`config.mk`:
```
export PLATFORM = sky130hd
export DESIGN_NAME = micro_pipe_tracker_flat
export DESIGN_NICKNAME = d
export VERILOG_FILES = /design/src/rtl/micro_pipe_tracker_if.sv /design/src/rtl/micro_pipe_tracker.sv /design/src/flat_wrapper.sv
export SDC_FILE = /design/constraint.sdc
export NUM_CORES = 1
export LEC_CHECK = 0
export ABC_AREA = 1
export CORE_MARGIN = 2
export CORE_UTILIZATION = 30
export DETAILED_ROUTE_END_ITERATION = 12
export GPL_TIMING_DRIVEN = 0
export MAX_ROUTING_LAYER = met4
export SLEW_MARGIN = 20
export SYNTH_ARGS = -nofsm -noshare
export SYNTH_HDL_FRONTEND = slang
export SYNTH_SLANG_ARGS = --single-unit
```
`constraint.sdc`:
```
create_clock -name clk -period 1.6 [get_ports clk]
set_input_delay 0.32 -clock clk [delete_from_list [all_inputs] [get_ports clk]]
set_output_delay 0.32 -clock clk [all_outputs]
set_load 0.01 [all_outputs]
```
`src/rtl/micro_pipe_tracker_if.sv`:
```
// Bus bundle for micro_pipe_tracker: advance controls, incoming summary,
// per-stage state view, occupancy and the two producer query ports.
interface micro_pipe_tracker_if #(
  parameter int STAGES = 2,
  parameter int TYPE_W = 6,
  parameter int DEST_W = 5,
  parameter int SEL_W  = (STAGES > 1) ? $clog2(STAGES) : 1,
  parameter int OCC_W  = $clog2(STAGES + 1)
);
  logic                     freeze;
  logic                     stall;
  logic [STAGES-1:0]        flush_mask;
  logic                     in_valid;
  logic [TYPE_W-1:0]        in_type;
  logic [DEST_W-1:0]        in_dest;
  logic                     in_wb;
  logic [STAGES-1:0]        st_valid;
  logic [STAGES*TYPE_W-1:0] st_type;
  logic [STAGES*DEST_W-1:0] st_dest;
  logic [STAGES-1:0]        st_wb;
  logic [OCC_W-1:0]         occupancy;
  logic [DEST_W-1:0]        src_a;
  logic [DEST_W-1:0]        src_b;
  logic                     hit_a;
  logic                     hit_b;
  logic [SEL_W-1:0]         sel_a;
  logic [SEL_W-1:0]         sel_b;

  modport master (
    output freeze, stall, flush_mask, in_valid, in_type, in_dest, in_wb, src_a, src_b,
    input  st_valid, st_type, st_dest, st_wb, occupancy, hit_a, hit_b, sel_a, sel_b
  );

  modport slave (
    input  freeze, stall, flush_mask, in_valid, in_type, in_dest, in_wb, src_a, src_b,
    output st_valid, st_type, st_dest, st_wb, occupancy, hit_a, hit_b, sel_a, sel_b
  );
endinterface

```
`src/rtl/micro_pipe_tracker.sv`:
```
// In-flight micro-op summary pipeline with freeze/stall/flush control and
// youngest-producer lookup for forwarding and hazard detection.
module micro_pipe_tracker #(
  parameter int STAGES = 2,
  parameter int TYPE_W = 6,
  parameter int DEST_W = 5,
  parameter int SEL_W  = (STAGES > 1) ? $clog2(STAGES) : 1,
  parameter int OCC_W  = $clog2(STAGES + 1)
) (
  input logic                 clk,
  input logic                 rst,
  micro_pipe_tracker_if.slave bus
);

  logic [STAGES-1:0]             r_valid, w_nvalid;
  logic [STAGES-1:0][TYPE_W-1:0] r_type,  w_ntype;
  logic [STAGES-1:0][DEST_W-1:0] r_dest,  w_ndest;
  logic [STAGES-1:0]             r_wb,    w_nwb;
  logic [OCC_W-1:0]              r_occ,   w_nocc;
  logic                          w_load;

  // A rejected or stalled input collapses to an all-zero bubble, never its raw fields.
  assign w_load = bus.in_valid & ~bus.stall;

  always_comb begin
    w_nvalid = r_valid;
    w_ntype  = r_type;
    w_ndest  = r_dest;
    w_nwb    = r_wb;
    if (!bus.freeze) begin
      for (int k = STAGES - 1; k >= 1; k--) begin
        w_nvalid[k] = r_valid[k-1];
        w_ntype[k]  = r_type[k-1];
        w_ndest[k]  = r_dest[k-1];
        w_nwb[k]    = r_wb[k-1];
      end
      w_nvalid[0] = w_load;
      w_ntype[0]  = w_load ? bus.in_type : '0;
      w_ndest[0]  = w_load ? bus.in_dest : '0;
      w_nwb[0]    = w_load & bus.in_wb;
    end
    for (int k = 0; k < STAGES; k++) begin
      if (bus.flush_mask[k]) begin
        w_nvalid[k] = 1'b0;
        w_ntype[k]  = '0;
        w_ndest[k]  = '0;
        w_nwb[k]    = 1'b0;
      end
    end
  end

  // Occupancy is computed from next state so it can be registered alongside it.
  always_comb begin
    w_nocc = '0;
    for (int k = 0; k < STAGES; k++) w_nocc = w_nocc + OCC_W'(w_nvalid[k]);
  end

  always_ff @(posedge clk) begin
    if (rst) begin
      r_valid <= '0;
      r_type  <= '0;
      r_dest  <= '0;
      r_wb    <= '0;
      r_occ   <= '0;
    end else begin
      r_valid <= w_nvalid;
      r_type  <= w_ntype;
      r_dest  <= w_ndest;
      r_wb    <= w_nwb;
      r_occ   <= w_nocc;
    end
  end

  assign bus.st_valid  = r_valid;
  assign bus.st_type   = r_type;
  assign bus.st_dest   = r_dest;
  assign bus.st_wb     = r_wb;
  assign bus.occupancy = r_occ;

  // Scan oldest to youngest so the last (lowest) match wins.
  always_comb begin
    bus.hit_a = 1'b0;
    bus.sel_a = '0;
    bus.hit_b = 1'b0;
    bus.sel_b = '0;
    for (int k = STAGES - 1; k >= 0; k--) begin
      if (r_valid[k] && r_wb[k] && (bus.src_a != '0) && (r_dest[k] == bus.src_a)) begin
        bus.hit_a = 1'b1;
        bus.sel_a = SEL_W'(k);
      end
      if (r_valid[k] && r_wb[k] && (bus.src_b != '0) && (r_dest[k] == bus.src_b)) begin
        bus.hit_b = 1'b1;
        bus.sel_b = SEL_W'(k);
      end
    end
  end

endmodule

```
`src/flat_wrapper.sv`:
```
// flat-port wrapper written by rule: the top's interface ports become plain ports
module micro_pipe_tracker_flat 
#(
  parameter int STAGES = 2,
  parameter int TYPE_W = 6,
  parameter int DEST_W = 5,
  parameter int SEL_W  = (STAGES > 1) ? $clog2(STAGES) : 1,
  parameter int OCC_W  = $clog2(STAGES + 1)
)
  (clk, rst, bus_freeze, bus_stall, bus_flush_mask, bus_in_valid, bus_in_type, bus_in_dest, bus_in_wb, bus_src_a, bus_src_b, bus_st_valid, bus_st_type, bus_st_dest, bus_st_wb, bus_occupancy, bus_hit_a, bus_hit_b, bus_sel_a, bus_sel_b);
  micro_pipe_tracker_if #(.STAGES(STAGES), .TYPE_W(TYPE_W), .DEST_W(DEST_W), .SEL_W(SEL_W), .OCC_W(OCC_W)) bus_i ();
  input logic clk;
  input logic rst;
  input wire logic [$bits(bus_i.freeze)-1:0] bus_freeze;
  input wire logic [$bits(bus_i.stall)-1:0] bus_stall;
  input wire logic [$bits(bus_i.flush_mask)-1:0] bus_flush_mask;
  input wire logic [$bits(bus_i.in_valid)-1:0] bus_in_valid;
  input wire logic [$bits(bus_i.in_type)-1:0] bus_in_type;
  input wire logic [$bits(bus_i.in_dest)-1:0] bus_in_dest;
  input wire logic [$bits(bus_i.in_wb)-1:0] bus_in_wb;
  input wire logic [$bits(bus_i.src_a)-1:0] bus_src_a;
  input wire logic [$bits(bus_i.src_b)-1:0] bus_src_b;
  output wire logic [$bits(bus_i.st_valid)-1:0] bus_st_valid;
  output wire logic [$bits(bus_i.st_type)-1:0] bus_st_type;
  output wire logic [$bits(bus_i.st_dest)-1:0] bus_st_dest;
  output wire logic [$bits(bus_i.st_wb)-1:0] bus_st_wb;
  output wire logic [$bits(bus_i.occupancy)-1:0] bus_occupancy;
  output wire logic [$bits(bus_i.hit_a)-1:0] bus_hit_a;
  output wire logic [$bits(bus_i.hit_b)-1:0] bus_hit_b;
  output wire logic [$bits(bus_i.sel_a)-1:0] bus_sel_a;
  output wire logic [$bits(bus_i.sel_b)-1:0] bus_sel_b;
  assign bus_i.freeze = bus_freeze;
  assign bus_i.stall = bus_stall;
  assign bus_i.flush_mask = bus_flush_mask;
  assign bus_i.in_valid = bus_in_valid;
  assign bus_i.in_type = bus_in_type;
  assign bus_i.in_dest = bus_in_dest;
  assign bus_i.in_wb = bus_in_wb;
  assign bus_i.src_a = bus_src_a;
  assign bus_i.src_b = bus_src_b;
  assign bus_st_valid = bus_i.st_valid;
  assign bus_st_type = bus_i.st_type;
  assign bus_st_dest = bus_i.st_dest;
  assign bus_st_wb = bus_i.st_wb;
  assign bus_occupancy = bus_i.occupancy;
  assign bus_hit_a = bus_i.hit_a;
  assign bus_hit_b = bus_i.hit_b;
  assign bus_sel_a = bus_i.sel_a;
  assign bus_sel_b = bus_i.sel_b;
  micro_pipe_tracker #(.STAGES(STAGES), .TYPE_W(TYPE_W), .DEST_W(DEST_W), .SEL_W(SEL_W), .OCC_W(OCC_W)) u_core (.clk(clk), .rst(rst), .bus(bus_i));
endmodule
```
==> results of run 1 <==
-- how the worst max path moves through the flow --
| stage | end | slack, ns |
|---|---|---|
| after floorplan | bus_hit_a | 0.34 |
| after global placement | bus_sel_b | -0.65 |
| after detailed placement | bus_hit_a | -0.65 |
| after CTS | bus_hit_a | -0.03 |
| after global routing | bus_sel_b | -0.11 |
| final | bus_hit_a | -0.003 |
-- worst min-delay path, stage by stage --
cell and delay, ns:
buf_6 0.10, nor3b_4 0.05, nand2_1 0.05, a21oi_1 0.05
-- per-layer routing --
metal | share of wire (%) | wire (um) | up-vias
met3 | 7.2 | 301 | 5
li1 | - | - | 897
met2 | 44 | 1850 | 53
met4 | 1.2 | 51 | 0
met1 | 47 | 1985 | 721
met5 | 0 | 0 | -
-- where the power goes --
group          switching (uW)  internal, uW  leakage [uW]  total, uW
Sequential               9.87           698      0.000235        708
Combinational             124           123      0.000816        247
Clock                     216           220     0.0000288        437
Total                     350          1040       0.00108       1390
-- cells in the final DEF, fill, tap and decap left out, types with 5 or more instances in the layout --
| cell type | synthesis | layout |
|---|---|---|
| dfxtp_2 | 0 | 7 |
| a21oi_2 | 10 | 10 |
| a211oi_1 | 5 | 5 |
| nand2_1 | 93 | 90 |
| buf_2 | 4 | 8 |
| nor2_1 | 36 | 27 |
| inv_2 | 0 | 11 |
| nand3_1 | 9 | 8 |
| buf_4 | 1 | 15 |
| clkdlybuf4s50_1 | 0 | 37 |
| inv_1 | 27 | 16 |
| a21oi_1 | 10 | 10 |
| dfxtp_1 | 28 | 14 |
| dfxtp_4 | 0 | 7 |
| nor2_2 | 0 | 8 |
| dlygate4sd2_1 | 0 | 10 |
-- flip-flops by register name (all words and copies together) (netlist names) --
| name | count |
|---|---|
| u_core.bus.occupancy | 2 |
| u_core.bus.st_dest | 10 |
| u_core.bus.st_type | 12 |
| u_core.bus.st_wb | 2 |
| u_core.bus.st_valid | 2 |
-- cells by family (layout without fill, tap and decap cells) --
| logic type | Yosys count | count (layout) |
|---|---|---|
| buffers and inverters | 34 | 111 |
| DFF | 28 | 28 |
| AOI/OAI and AO/OA | 29 | 29 |
| adders and majority gates | 1 | 1 |
| xor gates and xnor gates | 1 | 1 |
| and+or+nand+nor | 146 | 146 |
-- per-stage QoR --
stage / instance area (sq um) / hold WS, ns / util (%) / TNS (ns) / instances
floorplan: 1519 / 0.3912 / - / 0 / 239
global placement: 2193 / 0.4519 / 45.53 / -2.647 / 365
detailed placement: 2193 / 0.4517 / 45.53 / -2.625 / 365
CTS: 2344 / 0.3286 / 48.65 / -0.03926 / 380
global route: 2404 / 0.3408 / 49.90 / -0.3873 / 383
finish: 2404 / 0.3287 / 49.90 / -0.002635 / 383
-- cell type report --
type,count,area share (%)
Inverter,27,4.217
Tap cell,67,3.488
Multi-Input combinational cell,177,35.24
Timing Repair Buffer,73,27.90
Clock buffer,4,2.290
Sequential cell,28,24.78
Buffer,7,2.082
-- what timing repair did --
item | 4_1_cts | 5_1_grt
setup buffers | 12 | 3
resized for setup | 66 | 21
pin swaps | 17 | 15
endpoints found under the setup margin | 9 | 7
-- cell usage after synthesis --
cell type | instances | area [sq um]
a211oi_1 | 5 | 37.54
a21oi_1 | 10 | 50.05
a21oi_2 | 10 | 87.58
and2_1 | 1 | 6.260
buf_2 | 4 | 20.02
buf_4 | 1 | 7.510
buf_6 | 2 | 22.52
dfxtp_1 | 28 | 560.5
ha_1 | 1 | 12.51
inv_1 | 27 | 101.4
nand2_1 | 93 | 349.1
nand2_2 | 1 | 6.260
nand3_1 | 9 | 45.04
nand4_1 | 1 | 6.260
nor2_1 | 36 | 135.1
nor3_1 | 1 | 5.000
nor3b_4 | 1 | 18.77
nor4_1 | 1 | 6.260
o21ai_0 | 4 | 20.02
or2_1 | 1 | 6.260
or2_2 | 1 | 6.260
xor2_1 | 1 | 8.760
==> flow_metrics.py, run 1 <==
metrics = {
    "global_route": {
        "grt_use_met1_pct": 21.29,
        "antenna_found_initial": 0,
        "grt_pass1_vias": 1589,
        "gr-total-overflow": 0,
        "grt_usage_pct": 16.54,
        "gr-max-usage-layer": "met2",
        "grt_max_degree": 16,
        "grt_pass1_wl_um": 6989,
        "use_met3_pct": 2.945,
        "use_met2_pct": 26.71,
    },
    "setup_path": {
        "cp-end-kind": "output pin",
        "r2r-end": "u_core.bus.occupancy[0]",
        "cp_slowest_cell": "dfxtp_4",
        "r2r_start": "u_core.bus.st_valid[0]",
        "crit_cells": 7,
        "arrival_ns": 1.28,
        "path_max_fanout": 6,
        "cp.required_ns": 1.28,
        "r2r_setup_slack_ns": 0.40,
        "path_delay_family": "flip-flops",
        "start_kind": "flop",
        "startpoint": "u_core.bus.st_dest[1]",
        "critPathMaxStageDelay_ns": 0.38,
        "r2r_cells": 6,
        "crit_buf_inv": 2,
        "critPathKind": "flop to output pin",
        "crit_chain": "buf_6 -> nor2_4 -> nor2_2 -> and2_1 -> nand2_1 -> nand2_1 -> buf_2",
        "cp_common_cell": "nand2_1",
    },
    "sta": {
        "fin_crit_sh_pct": 100.2,
        "tightest_slew_ns": 0.2581,
        "max_freq_ghz": 0.6240,
        "relSlewSlack_pct": 82.77,
        "period_minus_slack_ns": 1.603,
        "setup_viol": 1,
        "finalHoldViolations": 0,
        "fin_skew_ns": 0.001028,
        "drv_slew": 0,
        "grt_setup_unrepaired": "yes",
        "setup_slack_ns": -0.002635,
    },
    "synthesis": {
        "synth_xor_xnor_area_share_pct": 0.5766,
        "ys_ff_latch": 28,
        "synth-simple-area-share_pct": 38.88,
        "synth_top_family_by_area": "simple AND/OR/NAND/NOR gates",
        "syn-num-nets": 269,
        "synth_fa_ha_area_share_pct": 0.8237,
        "synth_cell_type_count": 22,
        "synth_compound_area_share_pct": 12.85,
        "synthMuxAreaShare_pct": 0,
        "syn_avg_cell_area_sq_um": 6.355,
        "synth_warnings": 0,
        "seq_area_frac_synth_pct": 36.90,
        "synth_area_sq_mm": 0.001519,
        "postSynthCellCount": 239,
    },
    "power_and_ir_drop": {
        "vdd_drop_max_v": 0.0003824,
        "total_power_uw": 1391,
        "p_leak_uw": 0.001080,
        "p_per_area_mw_per_mm2": 578.8,
    },
    "floorplanning": {
        "ios": 61,
        "start_util_pct": 31.53,
        "fp-row-count": 25,
        "core_sq_mm": 0.004817,
        "die_area_sq_mm": 0.005648,
        "die_w_um": 75.16,
        "chipHeight_um": 75.16,
    },
    "cts": {
        "clk_pin_slew_ns": 0.09,
        "cts.sinks": 28,
        "clk_latency_ns": 0.27,
        "cts_root_buf": "clkbuf_8",
        "numCtsBuffers": 3,
        "cts_tree": "yes",
        "htree_levels": 1,
        "clockBufferDepth": 2,
        "cts_hold_buf": 0,
    },
    "placed_design": {
        "place_hpwl_um": 3152,
        "gp_congestion": 0.8916,
        "dpl_worst_slack_ns": -0.6491,
        "portBuffers": 59,
    },
    "detailed_routing": {
        "drtPass1Iterations": 4,
        "routed_via_density": 4.376,
        "drc": 0,
        "routed_wl_um": 4189,
        "detail_route.wl_per_cell_um": 10.94,
        "drtIter0Drc": 86,
        "ant_nets": 0,
        "via_count": 1676,
    },
    "min_path": {
        "worstHoldStart": "bus_freeze",
        "hold_end": "u_core.bus.st_dest[1]",
        "hp-class": "input pin to flop",
        "hold_depth": 4,
    },
    "finish": {
        "multi_input_area_sq_um": 847.1,
        "syn_to_final_growth_pct": 58.24,
        "antenna_cells": 0,
        "ff_latch_area_sq_um": 595.6,
        "layout-drive-gt1-share_pct": 26.27,
        "nNetsFinal": 347,
        "fillers": 516,
    },
    "run_status": {
        "status": "finished, violations left",
        "violations": "setup timing",
    },
    "job": {
        "drv_cap": 0,
    },
}
Power figures use the tool's default switching activity.
==> run 2, diff against run 1 <==
- DONT_BUFFER_PORTS: unset -> 1
- SETUP_SLACK_MARGIN: unset -> 0.5
==> run 2 against run 1 <==
Global-route usage down 1.4 points. Core utilization down 11 points. Flip-flop and latch count unchanged. Count of clock-buffer cells in the layout unchanged. Fmax up 2.6%. Wire length down 4.9%. The flow now finishes without violations. Combinational power down 36%. Non-clock buffer count down 72. Critical path depth unchanged. Highest routed layer unchanged. Clock skew down 0.00055 ns. Clock power up 13%. Sequential power about the same.
==> flow_metrics.py, run 2 (synthesis results as in run 1) <==
metrics = {
    "min_path": {
        "hp-class": "input pin to flop",
        "worstHoldStart": "bus_flush_mask[1]",
        "hold_depth": 1,
        "hold_end": "u_core.bus.st_valid[1]",
    },
    "detailed_routing": {
        "routed_wl_um": 3983,
        "drtIter0Drc": 25,
        "via_count": 1469,
        "detail_route.wl_per_cell_um": 12.81,
        "ant_nets": 0,
        "drtPass1Iterations": 4,
        "routed_via_density": 4.723,
        "drc": 0,
    },
    "setup_path": {
        "r2r-end": "u_core.bus.occupancy[0]",
        "r2r_start": "u_core.bus.st_valid[0]",
        "critPathKind": "flop to output pin",
        "cp-end-kind": "output pin",
        "r2r_setup_slack_ns": 0.54,
        "crit_chain": "inv_4 -> nand2_2 -> nand2_2 -> nor2_2 -> nand2_1 -> nor2_2 -> nor2_4",
        "path_max_fanout": 6,
        "critPathMaxStageDelay_ns": 0.41,
        "start_kind": "flop",
        "arrival_ns": 1.24,
        "r2r_cells": 5,
        "cp.required_ns": 1.28,
        "cp_slowest_cell": "dfxtp_4",
    },
    "finish": {
        "layout-drive-gt1-share_pct": 36.07,
        "syn_to_final_growth_pct": 24.71,
        "largest_reg_flops": 12,
        "fin_cells": 311,
        "final_core_utilization_pct": 39.32,
        "nNetsFinal": 275,
        "antenna_cells": 0,
        "fillers": 538,
        "final_common_cell": "nand2_1",
        "final_cell_mix": "nand2_1 (76), nor2_1 (23), nand2_2 (17)",
    },
    "cts": {
        "cts_root_buf": "clkbuf_8",
        "cts_tree": "yes",
        "htree_levels": 1,
        "clk_latency_ns": 0.27,
        "cts.sinks": 28,
        "cts_hold_buf": 0,
        "clk_pin_slew_ns": 0.09,
        "numCtsBuffers": 3,
        "clockBufferDepth": 2,
    },
    "sta": {
        "period_minus_slack_ns": 1.563,
        "holdWs_ns": 0.1052,
        "relSlewSlack_pct": 82.40,
        "fin_crit_sh_pct": 97.66,
        "fin_skew_ns": 0.0004783,
        "grt_setup_unrepaired": "yes",
        "tightest_slew_ns": 0.2637,
        "setup_viol": 0,
        "drv_slew": 0,
        "finalSetupTns_ns": 0,
        "max_freq_ghz": 0.6400,
        "finalHoldViolations": 0,
    },
    "placed_design": {
        "gp_congestion": 0.8162,
        "numPlacedInstances": 306,
        "place_hpwl_um": 3073,
        "portBuffers": 0,
    },
    "run_status": {
        "status": "finished, final reports clean",
    },
    "global_route": {
        "antenna_found_initial": 0,
        "grt_max_degree": 17,
        "grt_pass1_wl_um": 6396,
        "grt_pass1_vias": 1420,
        "gr-total-overflow": 0,
        "grt_usage_pct": 15.19,
    },
    "job": {
        "drv_cap": 0,
    },
    "power_and_ir_drop": {
        "p_leak_uw": 0.0007192,
        "p_per_area_mw_per_mm2": 717.8,
        "vdd_drop_max_v": 0.0005259,
    },
    "floorplanning": {
        "chipHeight_um": 75.16,
        "core_sq_mm": 0.004817,
        "start_util_pct": 31.53,
        "fp-row-count": 25,
        "die_area_sq_mm": 0.005648,
        "ios": 61,
        "die_w_um": 75.16,
    },
}
-- run 2: changes by cell type in the layout (fill, tap and decap cells not counted), sizes merged --
cell	delta
dlygate4sd2	-10
buf	-18
clkdlybuf4s15	-2
clkdlybuf4s50	-37
clkbuf	-1
dlymetal6s2s	-4
-- run 2: power breakdown --
part           switching (uW)  internal [uW]
registers                19.2            689
clock network             221            272
logic                    97.1           61.3
-- run 2: area by class of cell --
class	count	area, sq um	share of cell area, %
clock buffer	4	66.31	3.501
sequential	28	613.1	32.36
timing repair buffer	1	7.507	0.3963
tap	67	83.83	4.425
inverter	27	108.9	5.746
buffer	7	60.06	3.170
multi-input combinational	177	954.7	50.40
-- run 2: how the worst max path moves through the flow --
| stage | slack [ns] | end | cells after the start | from |
|---|---|---|---|---|
| finish | 0.04 | bus_sel_a | 7 | u_core.bus.st_dest[0] |
| global route | -0.06 | bus_hit_a | 7 | u_core.bus.st_dest[0] |
| CTS | 0.009 | bus_sel_b | 6 | u_core.bus.st_valid[1] |
| detailed placement | 0.25 | bus_sel_b | 6 | u_core.bus.st_valid[1] |
| global placement | 0.26 | bus_sel_b | 6 | u_core.bus.st_valid[1] |
| floorplan | 0.39 | u_core.bus.occupancy[0] | 7 | bus_freeze |
-- run 2: critical path: cells and delay by family, from the launching register on --
| family | cells | cell delay (ns) |
|---|---|---|
| buffers and inverters | 1 | 0.04 |
| flip-flops | 1 | 0.41 |
| AND/OR/NAND/NOR | 6 | 0.51 |
-- run 2: per-stage QoR --
step / setup slack [ns] / total power [uW] / area [sq um]
floorplan: 0.3878 / 841.7 / 1588
global placement: 0.2599 / 870.7 / 1672
detailed placement: 0.2528 / 872.7 / 1672
CTS: 0.008505 / 1359 / 1783
global route: -0.06108 / 1433 / 1894
finish: 0.03741 / 1360 / 1894
-- run 2: timing repair --
item	4_1_cts	5_1_grt
setup endpoints to repair	4	5
setup buffers	0	1
gates resized for setup	16	37
pin swaps	7	23
-- run 2: layer usage --
metal  share of wire (%)  GRT usage, %  wire [um]  vias to the layer above
li1                    -             -          -                      757
met1                  42         18.23       1664                      660
met2                  47         25.15       1862                       50
met3                  11         4.953        439                        2
met4                0.38         2.924         15                        0
met5                   0             -          0                        -
==> run 3, diff against run 2 <==
- CTS_CLUSTER_DIAMETER: unset -> 40
- RECOVER_POWER: unset -> 25
- clock period: 1.6 -> 1.55 ns (I/O delays scaled with it)
==> run 3 against run 2 <==
Largest power group unchanged. Count of clock-buffer cells in the layout stayed put. Critical path depth down 2. Die area unchanged. Core utilization shrank 2.5 points. Flip-flop and latch count did not move. Register-to-register slack lost 0.05 ns. Wire length decreased by 3.7%. The flow now finishes with violations (setup timing).
==> flow_metrics.py, run 3 (synthesis results as in run 1) <==
metrics = {
    "run_status": {
        "status": "finished, violations left",
        "violations": "setup timing",
    },
    "setup_path": {
        "path_max_fanout": 4,
        "arrival_ns": 1.24,
        "cp.required_ns": 1.24,
        "cp-end-kind": "output pin",
        "start_kind": "flop",
        "critPathKind": "flop to output pin",
    },
    "floorplanning": {
        "chipHeight_um": 75.16,
        "start_util_pct": 31.53,
        "die_w_um": 75.16,
        "fp-row-count": 25,
        "ios": 61,
        "core_sq_mm": 0.004817,
        "die_area_sq_mm": 0.005648,
    },
    "finish": {
        "antenna_cells": 0,
        "layout-drive-gt1-share_pct": 25.93,
        "syn_to_final_growth_pct": 16.80,
        "final_common_cell": "nand2_1",
        "nNetsFinal": 274,
        "final_cell_mix": "nand2_1 (87), nor2_1 (28), inv_1 (18)",
        "largest_reg_flops": 12,
    },
    "detailed_routing": {
        "drtPass1Iterations": 4,
        "drtIter0Drc": 31,
        "drc": 0,
        "detail_route.wl_per_cell_um": 12.37,
        "ant_nets": 0,
        "routed_wl_um": 3834,
        "via_count": 1415,
        "routed_via_density": 4.565,
    },
    "job": {
        "drv_cap": 0,
    },
    "sta": {
        "relSlewSlack_pct": 56.89,
        "fin_crit_sh_pct": 100.2,
        "finalHoldViolations": 0,
        "fin_skew_ns": 0.001078,
        "setup_viol": 1,
        "finalSetupTns_ns": -0.002421,
        "holdWs_ns": 0.09438,
        "grt_setup_unrepaired": "yes",
        "period_minus_slack_ns": 1.552,
        "max_freq_ghz": 0.6442,
        "setup_slack_ns": -0.002421,
        "drv_slew": 0,
        "tightest_slew_ns": 0.6453,
    },
    "placed_design": {
        "dpl_worst_slack_ns": 0.2286,
        "portBuffers": 0,
        "place_hpwl_um": 3022,
        "gp_congestion": 0.7969,
    },
    "power_and_ir_drop": {
        "p_per_area_mw_per_mm2": 773.3,
        "p_leak_uw": 0.0006767,
        "vdd_drop_max_v": 0.0005832,
    },
    "global_route": {
        "grt_max_degree": 17,
        "grt_pass1_wl_um": 6078,
        "grt_pass1_vias": 1356,
        "grt_usage_pct": 14.37,
        "gr-total-overflow": 0,
        "antenna_found_initial": 0,
    },
    "cts": {
        "cts_tree": "yes",
        "numCtsBuffers": 3,
        "cts_root_buf": "clkbuf_8",
        "clk_latency_ns": 0.27,
        "cts.sinks": 28,
        "post_cts_buffers": 0,
        "htree_levels": 1,
        "cts_hold_buf": 0,
        "clk_pin_slew_ns": 0.09,
        "clockBufferDepth": 2,
    },
    "min_path": {
        "hp-class": "input pin to flop",
    },
}
[run 3: what timing repair did]
item                                    CTS  global route
gates resized for setup                  15            10
pin swaps                                13             9
endpoints found under the setup margin    5             6
[run 3: layout make-up]
class / count / area, sq um
buffer: 7 / 40.04
tap: 67 / 83.83
fill: 576 / 3043
inverter: 27 / 106.4
multi-input combinational: 177 / 863.3
sequential: 28 / 614.3
clock buffer: 4 / 66.31
[run 3: final timing paths]
path                             end  slack [ns]  cells past startpoint                   start
max reg2reg  u_core.bus.occupancy[0]        0.49                      5  u_core.bus.st_valid[0]
min reg2reg   u_core.bus.st_type[10]        0.51                      2   u_core.bus.st_type[4]
max                        bus_sel_a      -0.002                      5  u_core.bus.st_valid[0]
min          u_core.bus.occupancy[0]        0.09                      1                     rst
[run 3: worst max-delay path: stages (launching register included)]
cell and delay [ns]:
dfxtp_4 0.40, nand2_2 0.09, nor2_2 0.14, nand3_1 0.08, nor2_1 0.20, nor2_4 0.06
[run 3: stage by stage]
step | util, % | total power, uW | instances | area, sq um
final | 36.83 | 1372 | 310 | 1774
after global routing | 36.83 | 1438 | 310 | 1774
after CTS | 36.91 | 1391 | 310 | 1778
after detailed placement | 34.81 | 897.7 | 306 | 1677
after global placement | 34.81 | 895.5 | 306 | 1677
after floorplan | - | 865.8 | 239 | 1593
[run 3: per-layer routing]
metal | vias up | global-route usage [%] | routed length (um)
met3 | 2 | 4.418 | 388
li1 | 745 | - | -
met4 | 0 | 2.924 | 20
met5 | - | - | 0
met2 | 49 | 24.07 | 1722
met1 | 619 | 17.09 | 1703
[run 3: power breakdown]
part           switching [uW]  internal (uW)  leakage (uW)
sequential               19.2            711      0.000238
clock                     220            281     0.0000339
combinational            92.2           49.2      0.000405
total                     331           1040      0.000677
